`src/rtl/mmu_arbiter.sv`:
```
// Arbiter for the core's instruction-read, data-read and data-write channels onto one
// single-port memory bus; requests are batched, served W > DR > IR, and reads returned registered.
module mmu_arbiter #(
  parameter bit ALIGN = 1'b1
) (
  input  logic        CLK,
  input  logic        RST,
  input  logic        INST_RDEN,
  input  logic [31:0] INST_RIADDR,
  output logic [31:0] INST_ROADDR,
  output logic        INST_RVALID,
  output logic [31:0] INST_RDATA,
  input  logic        DATA_RDEN,
  input  logic [31:0] DATA_RIADDR,
  output logic [31:0] DATA_ROADDR,
  output logic        DATA_RVALID,
  output logic [31:0] DATA_RDATA,
  input  logic        DATA_WREN,
  input  logic [31:0] DATA_WADDR,
  input  logic [31:0] DATA_WDATA,
  output logic        MEM_WAIT,
  output logic        MEM_REQ,
  output logic        MEM_WE,
  output logic [31:0] MEM_ADDR,
  output logic [31:0] MEM_WDATA,
  input  logic        MEM_ACK,
  input  logic [31:0] MEM_RDATA
);

  typedef enum logic {IDLE = 1'b0, BUSY = 1'b1} state_t;

  // Slot vectors are ordered {W, DR, IR} so bit position doubles as priority.
  localparam logic [2:0] SEL_W  = 3'b100;
  localparam logic [2:0] SEL_DR = 3'b010;
  localparam logic [2:0] SEL_IR = 3'b001;

  function automatic logic [31:0] bus_addr(input logic [31:0] a);
    if (ALIGN) bus_addr = {a[31:2], 2'b00};
    else       bus_addr = a;
  endfunction

  state_t      state_r;
  logic [2:0]  pend_r;
  logic [2:0]  cur_r;
  logic [31:0] w_addr_r, w_data_r, dr_addr_r, ir_addr_r;
  logic [31:0] inst_stage_r, data_stage_r;
  logic        inst_served_r, data_served_r;
  logic        mem_wait_r, mem_req_r, mem_we_r;
  logic [31:0] mem_addr_r, mem_wdata_r;
  logic        inst_rvalid_r, data_rvalid_r;
  logic [31:0] inst_roaddr_r, inst_rdata_r, data_roaddr_r, data_rdata_r;

  logic        capture_s, ack_s;
  logic [2:0]  pend_nxt_s, sel_s;
  logic [31:0] waddr_s, wdata_s, draddr_s, iraddr_s, sel_addr_s;
  logic [31:0] inst_stage_nxt_s, data_stage_nxt_s;
  logic        inst_served_nxt_s, data_served_nxt_s;

  // Next pending set (fresh batch or remainder after an ack) and the slot to put on the bus.
  always_comb begin
    capture_s = (state_r == IDLE) && (INST_RDEN || DATA_RDEN || DATA_WREN);
    ack_s     = (state_r == BUSY) && mem_req_r && MEM_ACK;
    if (capture_s) begin
      pend_nxt_s = {DATA_WREN, DATA_RDEN, INST_RDEN};
      waddr_s    = DATA_WADDR;
      wdata_s    = DATA_WDATA;
      draddr_s   = DATA_RIADDR;
      iraddr_s   = INST_RIADDR;
    end else begin
      pend_nxt_s = ack_s ? (pend_r & ~cur_r) : pend_r;
      waddr_s    = w_addr_r;
      wdata_s    = w_data_r;
      draddr_s   = dr_addr_r;
      iraddr_s   = ir_addr_r;
    end
    if (pend_nxt_s[2]) begin
      sel_s      = SEL_W;
      sel_addr_s = waddr_s;
    end else if (pend_nxt_s[1]) begin
      sel_s      = SEL_DR;
      sel_addr_s = draddr_s;
    end else if (pend_nxt_s[0]) begin
      sel_s      = SEL_IR;
      sel_addr_s = iraddr_s;
    end else begin
      sel_s      = 3'b000;
      sel_addr_s = 32'h0000_0000;
    end
    if (ack_s && (cur_r == SEL_IR)) begin
      inst_stage_nxt_s  = MEM_RDATA;
      inst_served_nxt_s = 1'b1;
    end else begin
      inst_stage_nxt_s  = inst_stage_r;
      inst_served_nxt_s = inst_served_r;
    end
    if (ack_s && (cur_r == SEL_DR)) begin
      data_stage_nxt_s  = MEM_RDATA;
      data_served_nxt_s = 1'b1;
    end else begin
      data_stage_nxt_s  = data_stage_r;
      data_served_nxt_s = data_served_r;
    end
  end

  // Batch FSM with registered bus and return outputs.
  always_ff @(posedge CLK or posedge RST) begin
    if (RST) begin
      state_r       <= IDLE;
      pend_r        <= 3'b000;
      cur_r         <= 3'b000;
      w_addr_r      <= 32'h0000_0000;
      w_data_r      <= 32'h0000_0000;
      dr_addr_r     <= 32'h0000_0000;
      ir_addr_r     <= 32'h0000_0000;
      inst_stage_r  <= 32'h0000_0000;
      data_stage_r  <= 32'h0000_0000;
      inst_served_r <= 1'b0;
      data_served_r <= 1'b0;
      mem_wait_r    <= 1'b0;
      mem_req_r     <= 1'b0;
      mem_we_r      <= 1'b0;
      mem_addr_r    <= 32'h0000_0000;
      mem_wdata_r   <= 32'h0000_0000;
      inst_rvalid_r <= 1'b0;
      data_rvalid_r <= 1'b0;
      inst_roaddr_r <= 32'h0000_0000;
      inst_rdata_r  <= 32'h0000_0000;
      data_roaddr_r <= 32'h0000_0000;
      data_rdata_r  <= 32'h0000_0000;
    end else begin
      case (state_r)
        IDLE: begin
          if (capture_s) begin
            state_r       <= BUSY;
            mem_wait_r    <= 1'b1;
            pend_r        <= pend_nxt_s;
            w_addr_r      <= waddr_s;
            w_data_r      <= wdata_s;
            dr_addr_r     <= draddr_s;
            ir_addr_r     <= iraddr_s;
            inst_served_r <= 1'b0;
            data_served_r <= 1'b0;
            inst_rvalid_r <= 1'b0;
            data_rvalid_r <= 1'b0;
            cur_r         <= sel_s;
            mem_req_r     <= 1'b1;
            mem_we_r      <= sel_s[2];
            mem_addr_r    <= bus_addr(sel_addr_s);
            mem_wdata_r   <= wdata_s;
          end
        end
        BUSY: begin
          if (ack_s) begin
            pend_r        <= pend_nxt_s;
            inst_stage_r  <= inst_stage_nxt_s;
            data_stage_r  <= data_stage_nxt_s;
            inst_served_r <= inst_served_nxt_s;
            data_served_r <= data_served_nxt_s;
            if (|pend_nxt_s) begin
              cur_r      <= sel_s;
              mem_we_r   <= sel_s[2];
              mem_addr_r <= bus_addr(sel_addr_s);
            end else begin
              // Batch complete: release the core and publish every read served in it.
              state_r    <= IDLE;
              mem_wait_r <= 1'b0;
              mem_req_r  <= 1'b0;
              cur_r      <= 3'b000;
              if (inst_served_nxt_s) begin
                inst_rvalid_r <= 1'b1;
                inst_roaddr_r <= ir_addr_r;
                inst_rdata_r  <= inst_stage_nxt_s;
              end
              if (data_served_nxt_s) begin
                data_rvalid_r <= 1'b1;
                data_roaddr_r <= dr_addr_r;
                data_rdata_r  <= data_stage_nxt_s;
              end
            end
          end
        end
        default: begin
          state_r    <= IDLE;
          mem_wait_r <= 1'b0;
          mem_req_r  <= 1'b0;
        end
      endcase
    end
  end

  assign MEM_WAIT    = mem_wait_r;
  assign MEM_REQ     = mem_req_r;
  assign MEM_WE      = mem_we_r;
  assign MEM_ADDR    = mem_addr_r;
  assign MEM_WDATA   = mem_wdata_r;
  assign INST_RVALID = inst_rvalid_r;
  assign INST_ROADDR = inst_roaddr_r;
  assign INST_RDATA  = inst_rdata_r;
  assign DATA_RVALID = data_rvalid_r;
  assign DATA_ROADDR = data_roaddr_r;
  assign DATA_RDATA  = data_rdata_r;

endmodule

```
`config.mk`:
```
export PLATFORM = sky130hd
export DESIGN_NAME = mmu_arbiter
export DESIGN_NICKNAME = d
export VERILOG_FILES = /design/src/rtl/mmu_arbiter.sv
export SDC_FILE = /design/constraint.sdc
export NUM_CORES = 1
export LEC_CHECK = 0
export BUFFER_PORTS_ARGS = -buffer_cell sky130_fd_sc_hd__buf_4
export CAP_MARGIN = 20
export CELL_PAD_IN_SITES_DETAIL_PLACEMENT = 1
export CELL_PAD_IN_SITES_GLOBAL_PLACEMENT = 2
export CORE_MARGIN = 8
export CORE_UTILIZATION = 37
export DETAILED_ROUTE_END_ITERATION = 7
export PLACE_DENSITY = 0.84
export SKIP_CTS_REPAIR_TIMING = 1
export SYNTH_ARGS = -nofsm -noshare
export SYNTH_HDL_FRONTEND = slang
export SYNTH_SLANG_ARGS = --single-unit
```
`constraint.sdc`:
```
create_clock -name CLK -period 17.1 [get_ports CLK]
set_input_delay 3.42 -clock CLK [delete_from_list [all_inputs] [get_ports CLK]]
set_output_delay 3.42 -clock CLK [all_outputs]
set_load 0.1 [all_outputs]
```
==> results of run 1 <==
-- cell families (layout without fill, tap and decap cells) --
family                 after synthesis  in the layout  synth area share [%]
buffers and inverters               62            451                  2.56
flip-flops                         361            361                  62.6
AO/OA/AOI/OAI                       78             78                  4.34
other                                1              2                0.0260
multiplexers                       321            321                  27.6
AND/OR/NAND/NOR                     85             85                  2.86
-- routing by layer --
| layer | wire length (um) | vias to the layer above | GRT usage (%) |
|---|---|---|---|
| li1 | - | 3976 | - |
| met1 | 16700 | 4634 | 22.2 |
| met2 | 20200 | 261 | 29.6 |
| met3 | 3660 | 53 | 6.88 |
| met4 | 947 | 0 | 4.70 |
| met5 | 0 | - | 0 |
-- worst max-delay path by stage --
stage                                             end  slack (ns)
after floorplan             DATA_RDATA[0]$_DFFE_PP0P_        3.66
after global placement    DATA_ROADDR[23]$_DFFE_PP0P_       10.57
after detailed placement  DATA_ROADDR[28]$_DFFE_PP0P_       10.52
after CTS                 DATA_ROADDR[28]$_DFFE_PP0P_       11.11
after global routing      DATA_ROADDR[28]$_DFFE_PP0P_       11.00
final                     DATA_ROADDR[28]$_DFFE_PP0P_       11.10
-- cells in the final DEF (no fill, tap or decap), drive strengths merged, types with 2 or more instances in the layout --
cell      synthesis  routed
nor4b             2       2
mux2            318     318
buf              41     371
nor2             37      37
inv               5       5
conb              1       2
clkinvlp          0       2
a21oi             3       3
clkbuf           16      65
o31ai            31      31
a211oi            2       2
mux2i             3       3
o21ai             5       5
or3b              3       3
nand2            36      36
clkinv            0       7
dfrtp           361     361
a22o              2       2
nor3              2       2
a221oi           30      30
-- cell usage after synthesis, types with 2 or more instances --
cell	n
buf_4	4
o21ai_0	3
a21oi_1	3
o21ai_2	2
mux2_2	220
inv_1	3
inv_2	2
nand2_1	36
dfrtp_1	361
mux2_4	98
nor4b_4	2
clkbuf_1	16
mux2i_1	3
buf_2	25
or3b_2	3
a221oi_1	30
a22o_1	2
o31ai_1	30
nor2_1	37
buf_6	12
a211oi_1	2
-- registers in the layout, summed over array words and instances, names as in the netlist, 30 cells and up, named ones only --
name and flops:
MEM_WDATA 32, w_addr_r 30, DATA_RDATA 32, DATA_ROADDR 32
data_stage_r 32, INST_RDATA 32, MEM_ADDR 30, dr_addr_r 30
ir_addr_r 30, INST_ROADDR 32, inst_stage_r 32
-- per-stage QoR --
step                      cells  utilization (%)  setup WS (ns)
after floorplan             909                -           3.66
final                      1816             49.1          11.10
after detailed placement   1741             45.5          10.52
after CTS                  1816             49.1          11.11
after global routing       1816             49.1          11.00
after global placement     1741             45.5          10.57
-- worst reg2reg max path, cell delays in order, from the launching register on --
cell	delay (ns)
dfrtp_1	0.70
mux2i_1	0.20
a22o_1	0.27
inv_2	0.69
nor4_4	0.19
o21ai_4	0.11
buf_4	0.72
mux2_2	0.45
-- area by class of cell --
type | count | area [sq um] | area share, %
Inverter | 5 | 26.3 | 0.139
Multi-Input combinational cell | 486 | 5060 | 26.7
Tap cell | 518 | 648 | 3.42
Timing Repair Buffer | 371 | 2800 | 14.8
Clock buffer | 65 | 1300 | 6.87
Clock inverter | 10 | 80.1 | 0.423
Sequential cell | 361 | 9030 | 47.7
==> flow_summary.toml, run 1 <==
[synth]
leading_cell_types_by_total_area_after_synthesis = "dfrtp_1, mux2_2, mux2_4"
synth.yosys.seq_area_share_pct = 62.6
synth.distinct_cells = 35
ys_seq_elements = 361
async_sr_flop_fraction_pct = 100
synth_area_per_cell_sq_um = 15.9
synthesis.instances = 908
synth_area_sq_um = 14400
yosys.area.top_type_share_pct = 62.6
synth-edff-count = 0
ys_warn_count = 0
netlist.top_cell.by_area = "dfrtp_1"
dominantRegCellSynth = "dfrtp_1"

[floorplan]
fp.coreArea_sq_um = 38600
io-pin-count = 363
floorplan.die.height_um = 213
fp.dieArea_sq_um = 45600
overall_die_width_um = 213
start_util_pct = 37.4
floorplan.rows = 72

[worst_setup_path]
timing.critical_path.depth = 8
timing.critical_path.slowest_stage_cell = "buf_4"
crit_chain = "buf_4 > or3b_2 > a22o_1 > inv_2 > nor4_4 > o21ai_4 > buf_4 > mux2_2"
timing.critical_path.arrival_ns = 6.43
timing.critical_path.to_type = "register"
cp_max_fo = 43
path_delay_family = "buffers and inverters"
worst_r2r_startpoint = "state_r$_DFF_PP0_"
worstPathRequired_ns = 17.53
cpMostUsedCell = "buf_4"
timing_worst_setup_path_type = "in -> reg"
cp_num_buf_inv = 3
critical_path.max_stage_delay_ns = 0.72
regToRegEndpoint = "DATA_ROADDR[28]$_DFFE_PP0P_"
worstRegToRegCells = 7
critical_path_startpoint = "INST_RDEN"
r2r_slack_ns = 13.64
crit_start_category = "input port"

[clock_tree]
cts_tree = "yes"
root_buffer_master = "clkbuf_16"
cts.sinks = 361
clk-insertion-delay-late_ns = 0.56
cts.reportedPaths.clkPinSlew_ns = 0.06
numCtsBuffers = 42
cts_buffer_depth = 3
htreeDepth = 2

[timing]
final_period_minus_worst_setup_slack_ns = 6.00
timing.clock.skew_ns = 0.0155
rsz_0062_raised_after_global_routing = "false"
tightestPinTransition_ns = 1.02
max_slew_margin_pct = 32.1
final.period_utilization_pct = 35.1
timing.fmax_ghz = 0.167
final.hold.worst_slack_ns = 0.475
slew_violations = 0
final_hold_violation_count = 0
setup_violations = 0
timing.setup.tns_ns = 0

[drt]
routed_via_count = 8924
antenna_left = 0
via_per_inst = 4.91
detailedRoute.firstIterationViolations = 341
drc = 0
detail_route.wirelength_um = 41500
detail_route.wl_per_cell_um = 22.8
drt_pass1_iterations = 4

[placement]
io_buffers = 358
placement_stage_cell_area_sq_um = 17600
gp_congestion = 0.742
dp_hpwl_um = 27700

[min_path]
holdCritStartpoint = "MEM_ADDR[28]$_DFFE_PP0P_"
min_to = "MEM_ADDR[28]$_DFFE_PP0P_"
min-delay-path-class = "reg -> reg"
hold-path-cell-count = 2

[grt]
grt_start_max_net_pins = 162
number_of_antenna_violations_at_the_first_check_in_global_routing = 1
grt_first_pass_wirelength_um = 63800
grt_pass1_vias = 10261
globalRouteOverflowTotal = 0
global_route.usage.total_pct = 18.0

[finish]
filler_cell_count = 3909
area_delta_synth_final_pct = 31.3
num-nets-final = 1433
final_area_sq_um = 18900
antenna_cells_inserted = 0
post_route_cells_drive_above_1_share_pct = 59.3

[outcome]
status = "finished, final reports clean"

[flow_run]
maxCapViolCount = 0
Power of run 1 is left out: the tool's default activity adds up to more than one toggle a clock period on the data nets, which glitch-free logic cannot reach.
==> inputs of run 2 (changes only) <==
clock period = 6 ns   (was 17.1 ns; I/O delays follow)
==> flow_summary.toml, run 2 (synthesized netlist as in run 1, its figures left out) <==
[outcome]
status = "finished, final reports clean"

[worst_setup_path]
timing.critical_path.to_type = "register"
regToRegEndpoint = "DATA_ROADDR[23]$_DFFE_PP0P_"
cp_num_buf_inv = 3
timing.critical_path.arrival_ns = 3.80
crit_chain = "buf_4 > nor3_2 > buf_4 > nor2_4 > buf_4 > mux2_2 > a221oi_1 > o31ai_1"
cpMostUsedCell = "buf_4"
crit_path_end = "MEM_ADDR[11]$_DFFE_PP0P_"
path_delay_family = "buffers and inverters"
worstRegToRegCells = 6
crit_start_category = "input port"
worst_r2r_startpoint = "state_r$_DFF_PP0_"
critical_path.max_stage_delay_ns = 0.75
timing.critical_path.slowest_stage_cell = "buf_4"
r2r_slack_ns = 2.71
critical_path_startpoint = "DATA_RDEN"
worstPathRequired_ns = 6.40
cp_max_fo = 56
timing_worst_setup_path_type = "in -> reg"
timing.critical_path.depth = 8

[finish]
num-nets-final = 1436
most-common-layout-cells = "buf_4, dfrtp_1, mux2_2"
layout.cells.most_common = "buf_4"
filler_cell_count = 3909
final_area_sq_um = 19100
area_delta_synth_final_pct = 32.1
post_route_cells_drive_above_1_share_pct = 59.2

[drt]
antenna_left = 0
detail_route.wl_per_cell_um = 22.7
via_per_inst = 4.94
drt_pass1_iterations = 4
detailedRoute.firstIterationViolations = 400
detail_route.wirelength_um = 41300
routed_via_count = 8990
drc = 0

[clock_tree]
root_buffer_master = "clkbuf_16"
cts.reportedPaths.clkPinSlew_ns = 0.06
cts.sinks = 361
clk-insertion-delay-late_ns = 0.55
cts_tree = "yes"
numCtsBuffers = 42
htreeDepth = 2
cts_buffer_depth = 3

[floorplan]
fp.dieArea_sq_um = 45600
io-pin-count = 363
start_util_pct = 37.4
floorplan.rows = 72
fp.coreArea_sq_um = 38600
floorplan.die.height_um = 213
overall_die_width_um = 213

[timing]
final.hold.worst_slack_ns = 0.476
setup_violations = 0
tightestPinTransition_ns = 1.05
final_hold_violation_count = 0
max_slew_margin_pct = 29.7
rsz_0062_raised_after_global_routing = "false"
slew_violations = 0
timing.clock.skew_ns = 0.0151
timing.fmax_ghz = 0.294
final.period_utilization_pct = 56.6
final_period_minus_worst_setup_slack_ns = 3.40

[grt]
grt_start_max_net_pins = 176
number_of_antenna_violations_at_the_first_check_in_global_routing = 5
grt_first_pass_wirelength_um = 63900
globalRouteOverflowTotal = 0
grt_pass1_vias = 10417
global_route.usage.total_pct = 18.1

[placement]
dp_hpwl_um = 27600
placement_stage_cell_area_sq_um = 17600
io_buffers = 358
gp_congestion = 0.741

[min_path]
min-delay-path-class = "reg -> reg"

[flow_run]
maxCapViolCount = 0
-- run 2: layer usage --
| layer | vias up | part of all wire, % | track usage, % |
|---|---|---|---|
| met4 | 8 | 2.0 | 4.54 |
| met2 | 277 | 49 | 30.1 |
| met5 | - | 0.13 | 0 |
| li1 | 3978 | - | - |
| met1 | 4669 | 39 | 21.6 |
| met3 | 58 | 9.5 | 7.67 |
-- run 2: worst min path at each step --
stage,start,to,slack [ns],cells after the start
floorplan,data_stage_r[0]$_DFFE_PP0P_,data_stage_r[0]$_DFFE_PP0P_,0.47,1
global placement,MEM_ADDR[19]$_DFFE_PP0P_,MEM_ADDR[19]$_DFFE_PP0P_,0.46,2
detailed placement,MEM_ADDR[3]$_DFFE_PP0P_,MEM_ADDR[3]$_DFFE_PP0P_,0.47,2
CTS,MEM_ADDR[3]$_DFFE_PP0P_,MEM_ADDR[3]$_DFFE_PP0P_,0.48,2
global route,MEM_ADDR[3]$_DFFE_PP0P_,MEM_ADDR[3]$_DFFE_PP0P_,0.50,2
finish,MEM_ADDR[3]$_DFFE_PP0P_,MEM_ADDR[3]$_DFFE_PP0P_,0.48,2
-- run 2: final cells by class --
cell class / count / area, sq um / share of cell area [%]
clock inverters: 10 / 178 / 0.932
inverters: 5 / 22.5 / 0.118
multi-input cells: 486 / 5060 / 26.5
flip-flops and latches: 361 / 9030 / 47.4
clock buffers: 66 / 1280 / 6.74
diodes: 1 / 2.50 / 0.0131
well taps: 518 / 648 / 3.40
repair buffers: 374 / 2830 / 14.9
-- run 2: metrics by stage --
step	setup TNS [ns]	setup WS, ns	cells	util (%)
finish	0	2.60	1821	49.4
global route	0	2.47	1821	49.4
CTS	0	2.63	1820	49.4
detailed placement	0	2.00	1744	45.6
global placement	0	2.06	1744	45.6
floorplan	-14.54	-0.0403	909	-
-- run 2: worst register-to-register path: cells and delay by family, from the launching register on --
family | cells | cell delay [ns]
buffers and inverters | 2 | 0.91
AO/OA/AOI/OAI | 1 | 0.74
flip-flops | 1 | 0.61
AND/OR/NAND/NOR | 2 | 0.48
multiplexers | 1 | 0.44
Power of run 2 is left out for the same reason.
==> inputs of run 3 (changes only) <==
ABC_AREA = 1   (was unset)
CORE_UTILIZATION = 28   (was 37)
PLACE_DENSITY = 0.79   (was 0.84)
clock period = 3 ns   (was 6 ns; I/O delays follow)
==> flow_summary.toml, run 3 <==
[worst_setup_path]
regToRegEndpoint = "DATA_RDATA[29]$_DFFE_PP0P_"
timing_worst_setup_path_type = "reg -> reg"
crit_start_category = "register"
worst_r2r_startpoint = "state_r$_DFF_PP0_"
timing.critical_path.arrival_ns = 2.79
r2r_slack_ns = 0.63
timing.critical_path.to_type = "register"
cp_max_fo = 64
worstRegToRegCells = 12
worstPathRequired_ns = 3.43

[drt]
detailedRoute.firstIterationViolations = 803
drt_pass1_iterations = 7
detail_route.wirelength_um = 51400
via_per_inst = 4.47
antenna_left = 0
drc = 0
detail_route.wl_per_cell_um = 18.7
routed_via_count = 12300

[clock_tree]
cts.reportedPaths.clkPinSlew_ns = 0.06
cts_buffer_depth = 3
root_buffer_master = "clkbuf_16"
numCtsBuffers = 43
cts_tree = "yes"
htreeDepth = 2
clk-insertion-delay-late_ns = 0.56
cts.sinks = 361

[grt]
globalRouteOverflowTotal = 0
grt_pass1_vias = 13173
grt_first_pass_wirelength_um = 79700
grt_start_max_net_pins = 116
number_of_antenna_violations_at_the_first_check_in_global_routing = 4
global_route.usage.total_pct = 16.8

[finish]
most-common-layout-cells = "nand2_1, buf_4, dfrtp_1"
num-nets-final = 2194
area_delta_synth_final_pct = 32.8
instances_no_fill = 2752
layout.core_utilization_pct = 37.6
post_route_cells_drive_above_1_share_pct = 24.3
final_area_sq_um = 19700
layout.cells.most_common = "nand2_1"

[synth]
synth_area_sq_um = 14800
synth.yosys.seq_area_share_pct = 60.9
synth-edff-count = 0
ys_warn_count = 0
netlist.top_cell.by_area = "dfrtp_1"
yosys.cell_count.top_type = "nand2_1"
synthesis.instances = 1693
leading_cell_types_by_total_area_after_synthesis = "dfrtp_1, nand2_1, nand3_1"
ys_seq_elements = 361
synth.distinct_cells = 27
synth_area_per_cell_sq_um = 8.76
yosys.area.top_type_share_pct = 60.9
post_synth_most_frequent_cells = "nand2_1, dfrtp_1, nand3_1, inv_1, o21ai_0"
async_sr_flop_fraction_pct = 100
dominantRegCellSynth = "dfrtp_1"

[timing]
final.period_utilization_pct = 78.9
timing.setup.tns_ns = 0
max_slew_margin_pct = 53.8
slew_violations = 0
timing.fmax_ghz = 0.423
tightestPinTransition_ns = 0.693
final_period_minus_worst_setup_slack_ns = 2.37
timing.clock.skew_ns = 0.0155
rsz_0062_raised_after_global_routing = "false"
setup_violations = 0
final_hold_violation_count = 0

[floorplan]
floorplan.die.height_um = 246
floorplan.rows = 84
fp.coreArea_sq_um = 52400
io-pin-count = 363
overall_die_width_um = 246
fp.dieArea_sq_um = 60600
start_util_pct = 28.3

[min_path]
hold-path-cell-count = 3
min-delay-path-class = "in -> reg"
min_to = "MEM_WDATA[25]$_DFFE_PP0P_"
holdCritStartpoint = "DATA_WDATA[25]"

[placement]
dp_hpwl_um = 36000
gp_congestion = 0.785
number_of_instances_in_the_placed_design = 2670
placement_stage_cell_area_sq_um = 18200
io_buffers = 358

[outcome]
status = "finished, final reports clean"

[flow_run]
maxCapViolCount = 0
[run 3: cell types whose count changed in the layout (fill, tap and decap cells not counted), moves of 13 or more]
cell	previous run	this run
o21ai_0	3	79
o31ai_1	30	0
nand2_1	36	751
a221oi_1	30	0
inv_1	2	118
a21oi_1	3	16
mux2_4	98	0
o21a_1	0	32
nand3_1	1	134
mux2_2	220	0
o21ai_1	0	54
or2_2	0	16
nor2_1	36	1
[run 3: layout make-up]
| type | instances | area (sq um) |
|---|---|---|
| Multi-Input combinational cell | 1105 | 4770 |
| Antenna cell | 3 | 7.51 |
| Timing Repair Buffer | 392 | 3070 |
| Fill cell | 6180 | 32700 |
| Tap cell | 688 | 861 |
| Sequential cell | 361 | 9030 |
| Inverter | 125 | 477 |
| Clock inverter | 19 | 219 |
| Clock buffer | 59 | 1260 |
[run 3: worst max path at each step]
| stage | slack (ns) | startpoint | to | cells after the start |
|---|---|---|---|---|
| after floorplan | -2.44 | RST | DATA_RDATA[0]$_DFFE_PP0P_ | 1 |
| after global placement | 0.43 | INST_RDEN | MEM_ADDR[25]$_DFFE_PP0P_ | 11 |
| after detailed placement | 0.43 | INST_RDEN | MEM_ADDR[25]$_DFFE_PP0P_ | 11 |
| after CTS | 0.58 | state_r$_DFF_PP0_ | MEM_ADDR[28]$_DFFE_PP0P_ | 9 |
| after global routing | 0.41 | state_r$_DFF_PP0_ | MEM_ADDR[20]$_DFFE_PP0P_ | 11 |
| final | 0.63 | state_r$_DFF_PP0_ | DATA_RDATA[29]$_DFFE_PP0P_ | 12 |
[run 3: cell families (layout without fill, tap and decap cells)]
group / count (synthesis) / count (layout) / synth area share [%]
DFF: 361 / 361 / 60.9
and+or+nand+nor: 921 / 921 / 25.3
other: 1 / 5 / 0.0253
AOI/OAI and AO/OA: 182 / 182 / 6.69
buffers and inverters: 228 / 595 / 7.06
[run 3: worst max-delay path, stage by stage, from the launching register on]
cell and delay, ns:
dfrtp_1 0.60, inv_2 0.12, nand2_4 0.15, clkinv_2 0.09, nand2_1 0.11, nand2_4 0.18, nor2_8 0.16, nand2_4 0.09
inv_4 0.19, nand2_4 0.11, buf_12 0.20, nand2_1 0.11, o21ai_1 0.07
[run 3: per-layer routing]
| metal | vias up | wire (um) | GRT usage [%] |
|---|---|---|---|
| met5 | - | 31 | 0 |
| met4 | 4 | 1280 | 5.09 |
| met3 | 65 | 2790 | 3.90 |
| met2 | 270 | 23700 | 26.2 |
| met1 | 6023 | 23600 | 22.9 |
| li1 | 5938 | - | - |
[run 3: stage by stage]
| stage | hold slack [ns] | setup slack [ns] |
|---|---|---|
| 6_report | 0.242 | 0.633 |
| 5_1_grt | 0.213 | 0.408 |
| 4_1_cts | -0.0530 | 0.576 |
| 3_5_place_dp | 0.461 | 0.425 |
| 3_3_place_gp | 0.455 | 0.431 |
| 2_1_floorplan | 0.445 | -2.44 |
Power of run 3 is left out for the same reason.
